**src/rtl/mux_pkg.sv**
```systemverilog
// Shared constants and helpers for the N:1 scanning multiplexer.
package mux_pkg;

  localparam logic MODE_MANUAL = 1'b0;
  localparam logic MODE_SCAN   = 1'b1;

  // $clog2 that never returns 0, so a single-entry index still has one bit.
  function automatic int unsigned clog2_min1(input int unsigned n);
    return (n > 1) ? $clog2(n) : 1;
  endfunction

endpackage

```
**src/rtl/mux_scan_ctr.sv**
```systemverilog
// Channel sequencer: dwell counter, channel counter and wrap pulse.
// In manual mode it loads the external index; in scan mode it self-advances.
module mux_scan_ctr
  import mux_pkg::*;
#(
  parameter int unsigned CHANNELS = 4,
  parameter int unsigned DWELL    = 4,
  localparam int unsigned SW      = clog2_min1(CHANNELS),
  localparam int unsigned DW      = clog2_min1(DWELL)
) (
  input  logic          clk,
  input  logic          rst,
  input  logic          hold,
  input  logic          en_scan,
  input  logic [SW-1:0] load_val,
  output logic [SW-1:0] chan,
  output logic [SW-1:0] chan_next,
  output logic          load_ok,
  output logic          wrap
);

  logic [DW-1:0] dwell_q, dwell_d;
  logic [SW-1:0] chan_q, chan_d;
  logic          wrap_q, wrap_d;

  always_comb begin
    dwell_d = dwell_q;
    chan_d  = chan_q;
    wrap_d  = 1'b0;
    load_ok = (32'(load_val) < CHANNELS);
    if (!hold) begin
      if (en_scan) begin
        if (dwell_q == DW'(DWELL - 1)) begin
          dwell_d = '0;
          if (chan_q == SW'(CHANNELS - 1)) begin
            chan_d = '0;
            wrap_d = 1'b1;
          end else begin
            chan_d = chan_q + SW'(1);
          end
        end else begin
          dwell_d = dwell_q + DW'(1);
        end
      end else begin
        // Manual mode discards any partial dwell; out-of-range index keeps chan.
        dwell_d = '0;
        if (load_ok) begin
          chan_d = load_val;
        end
      end
    end
  end

  always_ff @(posedge clk) begin
    if (rst) begin
      dwell_q <= '0;
      chan_q  <= '0;
      wrap_q  <= 1'b0;
    end else begin
      dwell_q <= dwell_d;
      chan_q  <= chan_d;
      wrap_q  <= wrap_d;
    end
  end

  assign chan      = chan_q;
  assign chan_next = chan_d;
  assign wrap      = wrap_q;

endmodule

```
**src/rtl/mux_n1_scan.sv**
```systemverilog
// Registered N:1 multiplexer with manual select or self-sequencing scan.
// out is loaded from the same channel chan moves to, keeping the pair consistent.
module mux_n1_scan
  import mux_pkg::*;
#(
  parameter int unsigned WIDTH    = 8,
  parameter int unsigned CHANNELS = 4,
  parameter int unsigned DWELL    = 4,
  localparam int unsigned SW      = clog2_min1(CHANNELS)
) (
  input  logic                      clk,
  input  logic                      rst,
  input  logic [CHANNELS*WIDTH-1:0] in,
  input  logic [SW-1:0]             sel,
  input  logic                      mode,
  input  logic                      hold,
  output logic [WIDTH-1:0]          out,
  output logic [SW-1:0]             chan,
  output logic                      valid,
  output logic                      wrap
);

  logic             en_scan;
  logic [SW-1:0]    chan_next;
  logic             load_ok;
  logic [WIDTH-1:0] sel_data;
  logic [WIDTH-1:0] out_q, out_d;
  logic             valid_q, valid_d;

  assign en_scan = (mode == MODE_SCAN);

  mux_scan_ctr #(
    .CHANNELS (CHANNELS),
    .DWELL    (DWELL)
  ) u_ctr (
    .clk       (clk),
    .rst       (rst),
    .hold      (hold),
    .en_scan   (en_scan),
    .load_val  (sel),
    .chan      (chan),
    .chan_next (chan_next),
    .load_ok   (load_ok),
    .wrap      (wrap)
  );

  always_comb begin
    sel_data = '0;
    for (int k = 0; k < int'(CHANNELS); k++) begin
      if (chan_next == SW'(k)) begin
        sel_data = in[k*WIDTH +: WIDTH];
      end
    end
  end

  always_comb begin
    out_d   = out_q;
    valid_d = valid_q;
    if (!hold) begin
      valid_d = 1'b1;
      if (!en_scan && !load_ok) begin
        out_d = '0;
      end else begin
        out_d = sel_data;
      end
    end
  end

  always_ff @(posedge clk) begin
    if (rst) begin
      out_q   <= '0;
      valid_q <= 1'b0;
    end else begin
      out_q   <= out_d;
      valid_q <= valid_d;
    end
  end

  assign out   = out_q;
  assign valid = valid_q;

endmodule

```
**config.mk**
```make
export PLATFORM = sky130hd
export DESIGN_NAME = mux_n1_scan
export DESIGN_NICKNAME = d
export VERILOG_FILES = /design/src/rtl/mux_pkg.sv /design/src/rtl/mux_scan_ctr.sv /design/src/rtl/mux_n1_scan.sv
export SDC_FILE = /design/constraint.sdc
export NUM_CORES = 1
export LEC_CHECK = 0
export ABC_AREA = 1
export CORE_ASPECT_RATIO = 1.2
export CORE_MARGIN = 4
export CORE_UTILIZATION = 43
export DETAILED_ROUTE_END_ITERATION = 7
export HOLD_SLACK_MARGIN = 0.1
export PLACE_DENSITY = 0.95
export SLEW_MARGIN = 0
export SYNTH_ARGS = -nofsm -noshare
export SYNTH_HDL_FRONTEND = slang
export SYNTH_SLANG_ARGS = --single-unit
```
**constraint.sdc**
```tcl
create_clock -name clk -period 2.2 [get_ports clk]
set_input_delay 0.66 -clock clk [delete_from_list [all_inputs] [get_ports clk]]
set_output_delay 0.66 -clock clk [all_outputs]
set_load 0.01 [all_outputs]
```
==> key figures <==
Detailed routing
  – Mean routed wirelength per cell: ~14 um
  – DRT iter0 DRCs: 28
  – DR vias: between 1000 and 1500
  – Residual DRC count: 0
  – First-pass DRT Iterations: 4
  – Antenna-violating nets left: 0
  – Final WL: around 3000 um
  – Vias per inst: between 5 and 6

Worst setup path
  – WP data arrival: ~2200 ps
  – Setup crit end kind: register
  – Critical path's slowest cell: clkdlybuf4s50_1
  – Worst EP required: between 2000 and 2500 ps
  – Max incr delay on CP: 550 ps
  – Crit-path max FO: 8
  – CP startpoint kind: input port
  – Crit path kind: in2reg
  – Crit-path cells: clkdlybuf4s50_1, inv_2, a21oi_4, inv_2, nand2_4, buf_12, nand3_1, nand2_1, nor2_1, nor2_1

Yosys
  – Synthesized cell area: 1005 sq um
  – Largest family of logic cells by synthesized area: simple AND/OR/NAND/NOR gates
  – Synth Flop Type: dfxtp_1
  – Synth async-reset ratio: 0%
  – Number of enable flip-flop cells after synthesis: 0
  – Post-synth top area share: between 20% and 30%
  – Syn_nets: roughly 180
  – Synth Area in Simple Gates: between 40% and 50%
  – Yosys cell types: 22
  – Synth cell count leaders: nand3_1 (30), nor2_1 (23), nand2_1 (21)
  – Mux contribution to synthesized area: 0%
  – Synthesized flop and latch total: 14
  – Post-Syn Instances: around 140
  – Synth Area in XOR/XNOR: 0%
  – Yosys top cell by area: dfxtp_1
  – Complex-gate fraction of the synthesized area: 9.215%
  – Seq/Total Area, Yosys: about 28%
  – Top-count cell post-synth: nand3_1
  – Synth Warn #: 0
  – Syn_area_per_cell: between 7 and 8 sq um
  – Adder-Cell Fraction of Synth Area: roughly 2.5%
  – Synth top area cells: dfxtp_1 (28%), nand3_1 (15%), nand3_2 (10%), nor2_1 (8.6%), nand2_1 (7.8%)

Clocking
  – Post-CTS setup buffers: 0
  – Clock latency on the worst-skew pair: around 280 ps
  – TritonCTS clock tree: built
  – Clock Path Buffers: 2
  – Sinks on Clock Net: 14
  – H-tree depth: 1
  – Clock root buffer: clkbuf_4
  – CTS buffer count: 3
  – CTS clk-pin slew, worst paths: around 80 ps

Layout
  – Ratio of cells with drive above 1 in the final layout: roughly 17%
  – Ant diodes: 0
  – Fin cells: 220
  – # nets final: roughly 230
  – Layout area overhead: 54.30%
  – Final Util: about 72%
  – Final Instance Area: approximately 1600 sq um

STA
  – RSZ-0062 raised after global routing: false
  – Worst Clk Skew: approximately 2 ps
  – Final setup margin: about 260 ps
  – Final hold vios: 0
  – Setup TNS: 0 ps
  – Slew @ Worst Pin: 367.7 ps
  – Final setup violation count: 0
  – Final period utilization: about nine tenths
  – Slew margin rel.: around three quarters
  – Fin. max-slew vios: 0
  – Minimum clock period: 1939 ps
  – Max frequency: 0.5159 GHz

Global route
  – GRT Util Overall: between 10% and 20%
  – Total gr overflow: 0
  – Vias in the first global route: 1103
  – GRT met3 Usage: ~3.9%
  – GRT busiest layer: met2
  – Largest net degree at the start of global routing: 22
  – First-pass GRT wire length: about 4700 um
  – Initial antenna violation count: 0
  – Met1 Use GR: 22.85%
  – GR Util met2: 35.55%

Power and ir drop
  – Clock network fraction of design power: 20.2%
  – Reg power frac: 40.3%
  – Combinational share of power: approximately 40%
  – VDD IR max: 0.0002340 V
  – Power Density: 455.1 nW/um^2
  – Switching share of power: between 30% and 40%
  – Internal power: around 0.5 mW
  – Total net switching power: between 0.2 and 0.25 mW
  – Leakage: between 0.6 and 0.7 nW

Floorplanning
  – Die ar.: between 3000 and 4000 sq um
  – FP Rows: 18
  – Core Region: 2140 sq um
  – Initial Util: between 40% and 50%
  – Ports: 50
  – Die width: ~52 um
  – Die Ht: 60.95 um

Place
  – PortBufs: ~50
  – DP HPWL: 2450 um
  – GP Congestion: approximately 0.88
  – Inst Count DP: 217
  – Dpl ws: -148.5 ps
  – Cell Area, Placed: 1525 sq um

Run status
  – Status: complete, no violations

Worst hold path
  – Worst hold path class: reg2reg

Job
  – Maximum Capacitance Violations: 0
[path summary, 6_finish.rpt]
kind | from | end | slack [ps] | depth (start not counted)
setup / recovery | hold | out[3]$_SDFFE_PP0N_ | 260 | 10
hold / removal | u_ctr.dwell_q[0]$_SDFFE_PP0N_ | u_ctr.dwell_q[0]$_SDFFE_PP0N_ | 490 | 1
hold reg to reg | u_ctr.dwell_q[0]$_SDFFE_PP0N_ | u_ctr.dwell_q[0]$_SDFFE_PP0N_ | 490 | 1
setup reg to reg | u_ctr.dwell_q[0]$_SDFFE_PP0N_ | out[5]$_SDFFE_PP0N_ | 530 | 11
[flip-flops by register name (all words and copies together), names as in the netlist]
name and flops:
u_ctr.dwell_q 2, u_ctr.wrap 1, u_ctr.chan 2, valid 1
out 8
[worst max-delay path, delay by kind of cell]
family / cells / cell delay (ps)
compound gates: 1 / 180
buf+inv: 4 / 870
simple gates: 5 / 420
[logic make-up after synthesis]
| logic type | count (synthesis) |
|---|---|
| adder cells (fa/ha/maj) | 2 |
| AND/OR/NAND/NOR | 92 |
| AO/OA/AOI/OAI | 15 |
| buffers and inverters | 16 |
| flip-flops | 14 |
[through the flow]
| stage | power, mW | hold WS, ps |
|---|---|---|
| finish | 0.7055 | 491.4 |
| global route | 0.7490 | 536.8 |
| CTS | 0.7070 | 490.1 |
| detailed placement | 0.5682 | 465.3 |
| global placement | 0.5545 | 454.4 |
| floorplan | 0.4339 | 443.3 |
[timing repair]
action / CTS / global route
hold buffers: 0 / 0
setup endpoints to repair: 0 / 1
gates resized for setup: 0 / 1
[routing by layer]
metal	up-vias	share of wire, %
met4	0	2.2
met1	524	40
li1	567	-
met5	-	0
met3	9	6.4
met2	42	52
[cell usage in the layout, fill, tap and decap left out]
master,instances
nand2_1,21
buf_4,3
buf_12,3
nand2_2,5
dfxtp_1,14
o21ai_0,9
ha_1,2
nor2_1,23
inv_1,5
a21oi_1,3
a21oi_2,1
a21oi_4,1
inv_2,3
nand2_4,2
a211oi_1,1
clkbuf_4,3
inv_4,1
nand3_2,10
nor2_4,1
dlymetal6s2s_1,1
clkdlybuf4s50_1,48
nand3_1,30
[cell type report]
class | instances | area [sq um]
multi-input cells | 109 | 598.1
fillers | 165 | 589.3
clock buffers | 3 | 22.52
flip-flops and latches | 14 | 280.3
well taps | 30 | 37.54
repair buffers | 55 | 575.6
inverters | 9 | 36.28
[power groups by stage]
stage	Sequential (mW)	Combinational (mW)	Clock, mW
5_1_grt	0.287	0.302	0.160
3_5_place_dp	0.290	0.278	0
6_report	0.284	0.279	0.142
4_1_cts	0.284	0.280	0.143
2_1_floorplan	0.295	0.138	0
3_3_place_gp	0.288	0.266	0
(Power assumes the default switching activity.)
